File: config.mk
export PLATFORM = sky130hd
export DESIGN_NAME = pipe_add_sub
export DESIGN_NICKNAME = d
export VERILOG_FILES = /design/src/rtl/pipe_add_sub.sv
export SDC_FILE = /design/constraint.sdc
export NUM_CORES = 1
export LEC_CHECK = 0
export CAP_MARGIN = 20
export CORE_ASPECT_RATIO = 1.4
export CORE_MARGIN = 4
export CORE_UTILIZATION = 25
export CTS_CLUSTER_DIAMETER = 30
export DETAILED_ROUTE_END_ITERATION = 16
export PLACE_DENSITY_LB_ADDON = 0.1
export SYNTH_ARGS = -nofsm -noshare
export SYNTH_HDL_FRONTEND = slang
export SYNTH_SLANG_ARGS = --single-unit
File: constraint.sdc
create_clock -name clk -period 3.92 [get_ports clk]
set_clock_uncertainty 0.05 [all_clocks]
set_input_delay 0.784 -clock clk [delete_from_list [all_inputs] [get_ports clk]]
set_output_delay 0.784 -clock clk [all_outputs]
set_load 0.01 [all_outputs]
File: src/rtl/pipe_add_sub.sv
// pipe_add_sub: pipelined WIDTH-bit adder/subtractor.
//
// The carry chain is cut into SEG ripple segments with one register stage
// per segment. Each stage adds one W/SEG-bit slice using the carry left by
// the previous stage, and carries the finished low slices plus the
// still-unadded upper operand slices forward (skewed operands). Latency is
// SEG cycles and one op is accepted per cycle.
//
// Ports:
//   clk, rst_n           clock, asynchronous active-low reset
//   in_valid / in_ready  operand handshake (in_ready = pipeline can advance)
//   a, b, cin, sub       operands; sub=1 computes a - b - cin
//   out_valid/out_ready  result handshake, full stall on backpressure
//   sum, cout, ovf       registered result, carry-out (sub: 1 = no borrow),
//                        two's-complement overflow
//
// Build option: define PIPE_ADD_SAT_EN to clamp sum to the signed max/min
// on overflow (ovf and cout are unaffected).

module pipe_add_sub_fa (
    input  logic a,
    input  logic b,
    input  logic ci,
    output logic s,
    output logic co
);
    assign s  = a ^ b ^ ci;
    assign co = (a & b) | (ci & (a ^ b));
endmodule

module pipe_add_sub #(
    parameter int WIDTH = 16,   // multiple of SEG, >= 2
    parameter int SEG   = 4     // 1..WIDTH
) (
    input  logic             clk,
    input  logic             rst_n,
    input  logic             in_valid,
    output logic             in_ready,
    input  logic [WIDTH-1:0] a,
    input  logic [WIDTH-1:0] b,
    input  logic             cin,
    input  logic             sub,
    output logic             out_valid,
    input  logic             out_ready,
    output logic [WIDTH-1:0] sum,
    output logic             cout,
    output logic             ovf
);
    localparam int SW  = WIDTH / SEG;
    localparam int MSB = WIDTH - 1;

    logic           adv;
    logic [SEG:1]   vld_pipe;   // vld_pipe[k]: slot entering stage k (k=SEG: output)

    // Whole pipe moves as one; a held result freezes everything behind it.
    assign adv       = !out_valid || out_ready;
    assign in_ready  = adv;
    assign out_valid = vld_pipe[SEG];

    always_ff @(posedge clk or negedge rst_n) begin
        if (!rst_n) begin
            vld_pipe <= '0;
        end else if (adv) begin
            for (int i = SEG; i > 1; i--) vld_pipe[i] <= vld_pipe[i-1];
            vld_pipe[1] <= in_valid;
        end
    end

    // The sub flag is folded into the effective B and carry-in at entry, so
    // no stage needs to carry it further.
    for (genvar k = 0; k < SEG; k++) begin : stg
        localparam int LO = k * SW;
        localparam int YW = WIDTH - LO;

        logic [WIDTH-1:0] x_in;   // [LO-1:0] finished sum, [MSB:LO] operand A
        logic [YW-1:0]    y_in;   // effective B bits not yet added
        logic             c_in;
        logic             v_in;
        logic [SW:0]      cc;
        logic [SW-1:0]    s_seg;
        logic [WIDTH-1:0] x_nx;
        logic             ld;

        if (k == 0) begin : g_src
            assign x_in = a;
            assign y_in = b ^ {WIDTH{sub}};
            assign c_in = cin ^ sub;
            assign v_in = in_valid;
        end else begin : g_src
            assign x_in = stg[k-1].g_reg.x_q;
            assign y_in = stg[k-1].g_reg.y_q;
            assign c_in = stg[k-1].g_reg.c_q;
            assign v_in = vld_pipe[k];
        end

        assign cc[0] = c_in;
        for (genvar i = 0; i < SW; i++) begin : g_fa
            pipe_add_sub_fa u_fa (
                .a  (x_in[LO+i]),
                .b  (y_in[i]),
                .ci (cc[i]),
                .s  (s_seg[i]),
                .co (cc[i+1])
            );
        end

        always_comb begin
            x_nx           = x_in;
            x_nx[LO +: SW] = s_seg;
        end

        // Only load real ops so bubbles never disturb held values.
        assign ld = adv && v_in;

        if (k < SEG-1) begin : g_reg
            logic [WIDTH-1:0]  x_q;
            logic [YW-SW-1:0]  y_q;
            logic              c_q;

            always_ff @(posedge clk or negedge rst_n) begin
                if (!rst_n) begin
                    x_q <= '0;
                    y_q <= '0;
                    c_q <= 1'b0;
                end else if (ld) begin
                    x_q <= x_nx;
                    y_q <= y_in[YW-1:SW];
                    c_q <= cc[SW];
                end
            end
        end else begin : g_last
            logic [WIDTH-1:0] res;
            logic             v_ovf;

            // Same-sign operands producing an opposite-sign raw sum.
            assign v_ovf = (x_in[MSB] == y_in[YW-1]) && (x_nx[MSB] != x_in[MSB]);

`ifdef PIPE_ADD_SAT_EN
            always_comb begin
                res = x_nx;
                if (v_ovf) res = x_in[MSB] ? {1'b1, {MSB{1'b0}}} : {1'b0, {MSB{1'b1}}};
            end
`else
            assign res = x_nx;
`endif

            always_ff @(posedge clk or negedge rst_n) begin
                if (!rst_n) begin
                    sum  <= '0;
                    cout <= 1'b0;
                    ovf  <= 1'b0;
                end else if (ld) begin
                    sum  <= res;
                    cout <= cc[SW];
                    ovf  <= v_ovf;
                end
            end
        end
    end
endmodule

==> results.sh <==
export IMPL_status="completed"
export IMPL_cap_violations=0
export IMPL_syn_avg_cell_area_um2=14.0
export IMPL_gp_congestion=0.663
export IMPL_areaGrowthSynthToFinish_pct=25.7
export IMPL_cts_hold_buf=0
export IMPL_power_share_combinational_pct=36.1
export IMPL_holdWs_ns=0.202
export IMPL_viasPerCell=4.10
export IMPL_cts_tree="done"
export IMPL_fp_row_count=56
export IMPL_ir_drop_mv=0.236
export IMPL_p_per_area_mw_per_mm2=778
export IMPL_instances_no_fill=571
export IMPL_pwr_share_clk_pct=22.8
export IMPL_rsz0062_at_grt="false"
export IMPL_synth_seq_area_share_pct=57.0
export IMPL_dieArea_mm2=0.0192
export IMPL_drv_slew=0
export IMPL_p_sw_w=0.00124
export IMPL_grt_max_degree=93
export IMPL_core_area_mm2=0.0167
export IMPL_post_place_ws_ns=0.310
export IMPL_synthCells=305
export IMPL_finalSetupViolations=0
export IMPL_cp_required_ns=4.09
export IMPL_clkTransAtPathRegs_ns=0.06
export IMPL_drive_gt1_share_pct=24.2
export IMPL_overflow=0
export IMPL_synthDistinctLibCells=21
export IMPL_period_share_pct=82.7
export IMPL_max_freq_mhz=309
export IMPL_dr_pass1_iters=4
export IMPL_fin_tns_setup_ns=0
export IMPL_drcViolationCount=0
export IMPL_worst_pin_slew_ns=0.716
export IMPL_finalHoldViolations=0
export IMPL_fp_dieW_um=118
export IMPL_clk_latency_ns=0.33
export IMPL_initial_core_util_pct=25.4
export IMPL_fp_dieH_um=162
export IMPL_worstSetupStartpointType="input port"
export IMPL_holdCritPathClass="input port to async pin"
export IMPL_wl_per_cell_um=14.4
export IMPL_slew_headroom_pct=52.1
export IMPL_drt_initial_drc_count=100
export IMPL_port_buffer_count=57
export IMPL_dp_hpwl_mm=5.58
export IMPL_crit_arrival_ns=3.41
export IMPL_syn_area_mm2=0.00426
export IMPL_worst_slack_ns=0.679
export IMPL_cts_sinks=97
export IMPL_first_global_vias=2552
export IMPL_seqPwrFrac_pct=41.0
export IMPL_cts_resized=0
export IMPL_io_pins=58
export IMPL_min_period_ns=3.24
export IMPL_syn_num_nets=360
export IMPL_swShare_pct=29.8
export IMPL_critPathMaxFanout=3
export IMPL_final_net_count=418
export IMPL_synth_seq_cells=97
export IMPL_drt_wl_total_mm=8.21
export IMPL_yosys_warnings=0
export IMPL_grt_use_total_pct=9.14
export IMPL_dp_cells=555
export IMPL_diodes=0
export IMPL_critical_path_class="input port to flip-flop"
export IMPL_leakagePower_nw=2.36
export IMPL_cts_root_buf="clkbuf_16"
export IMPL_max_clock_path_buffers=2
export IMPL_vias=2339
export IMPL_htreeDepth=3
export IMPL_post_cts_setup_buffers=0
export IMPL_internal_power_w=0.00293
export IMPL_end_kind="flip-flop"
export IMPL_antenna_found_initial=0
export IMPL_grt_pass1_wl_mm=13.8
export IMPL_cts_buffers_inserted=9
export IMPL_antenna_left=0
==> layout make-up <==
type | instances | area (µm²)
Clock inverter | 2 | 60.1
Timing Repair Buffer | 62 | 618
Sequential cell | 97 | 2430
Multi-Input combinational cell | 154 | 1580
Clock buffer | 14 | 264
Tap cell | 203 | 254
Fill cell | 1699 | 11400
Inverter | 39 | 146
==> cells by family after synthesis <==
group           after synthesis  share of synthesized area [%]
simple gates                 13                           1.76
mux                          78                           20.6
fa+ha+maj                    17                           7.81
buf+inv                      54                           5.84
xor+xnor                     18                           3.70
compound gates               28                           3.29
flops                        97                           57.0
==> path summary, 6_finish.rpt <==
check | slack, ns | cells past startpoint | startpoint | endpoint
max | 0.68 | 8 | sub | stg[0].g_reg.x_q[3]$_DFFE_PN0P_
max in group asynchronous | 2.89 | 2 | rst_n | stg[2].g_reg.x_q[9]$_DFFE_PN0P_
min | 0.20 | 1 | rst_n | stg[0].g_reg.x_q[13]$_DFFE_PN0P_
min reg2reg | 0.45 | 2 | vld_pipe[3]$_DFFE_PN0N_ | vld_pipe[4]$_DFFE_PN0N_
min in group clk | 0.45 | 2 | vld_pipe[3]$_DFFE_PN0N_ | vld_pipe[4]$_DFFE_PN0N_
max reg2reg | 1.24 | 10 | stg[2].g_reg.c_q$_DFFE_PN0P_ | ovf$_DFFE_PN0P_
==> per-layer routing <==
layer  vias to the layer above  part of all wire [%]  GRT usage [%]
li1                       1115                     -              -
met1                      1179                    47           11.9
met2                        37                    48           14.5
met3                         8                   2.9           2.19
met4                         0                   1.9           3.84
met5                         -                     0              0
==> cells in the final DEF, fill, tap and decap left out, types with 4 or more instances in the layout <==
cell	n
dfrtp_1	97
mux2_2	62
clkdlybuf4s50_1	56
inv_1	39
a21oi_1	20
fa_1	16
xnor2_1	14
mux2i_1	12
clkbuf_16	9
o21ai_0	8
nand3_1	5
buf_4	5
xor2_1	4
mux2_4	4
==> per-stage QoR <==
| stage | area [µm²] | total power [W] | util [%] |
|---|---|---|---|
| final | 5350 | 0.00417 | 32.0 |
| after global routing | 5350 | 0.00451 | 32.0 |
| after CTS | 5350 | 0.00428 | 32.0 |
| after global placement | 5030 | 0.00327 | 30.0 |
| after detailed placement | 5030 | 0.00330 | 30.0 |
| after floorplan | 4260 | 0.00274 | - |
==> flip-flops by register name, summed over array words and instances (netlist names) <==
name and cells:
stg.g_reg.y_q 24, cout 1, stg.g_reg.x_q 48, sum 16, stg.g_reg.c_q 3, ovf 1, vld_pipe 4
==> power groups by stage <==
stage | registers, W | logic (W) | clock network, W
after detailed placement | 0.00174 | 0.00156 | 0
after global routing | 0.00178 | 0.00170 | 0.00103
final | 0.00171 | 0.00151 | 0.000951
after floorplan | 0.00171 | 0.00102 | 0
after CTS | 0.00172 | 0.00157 | 0.000987
after global placement | 0.00174 | 0.00153 | 0
==> critical path: stages <==
cell and delay, ns:
clkdlybuf4s50_1 0.59, xnor2_1 0.13, fa_1 0.41, fa_1 0.39, fa_1 0.36, inv_1 0.07
fa_1 0.40, mux2_2 0.27
==> synthesized netlist by cell type <==
master	number	share of area (%)
xnor2_1	14	2.9
mux2_4	4	1.4
inv_1	39	3.4
buf_2	4	0.47
a21oi_1	20	2.3
o21ai_0	8	0.94
nor2_1	1	0.088
xor2_1	4	0.82
nand2b_4	1	0.32
nand2_1	3	0.26
clkbuf_1	4	0.35
buf_6	4	1.1
ha_1	1	0.29
nand2_2	2	0.29
dfrtp_1	97	57
buf_4	3	0.53
mux2i_1	12	2.8
and2_4	1	0.21
fa_1	16	7.5
mux2_2	62	16
nand3_1	5	0.59
(Power assumes the default switching activity.)
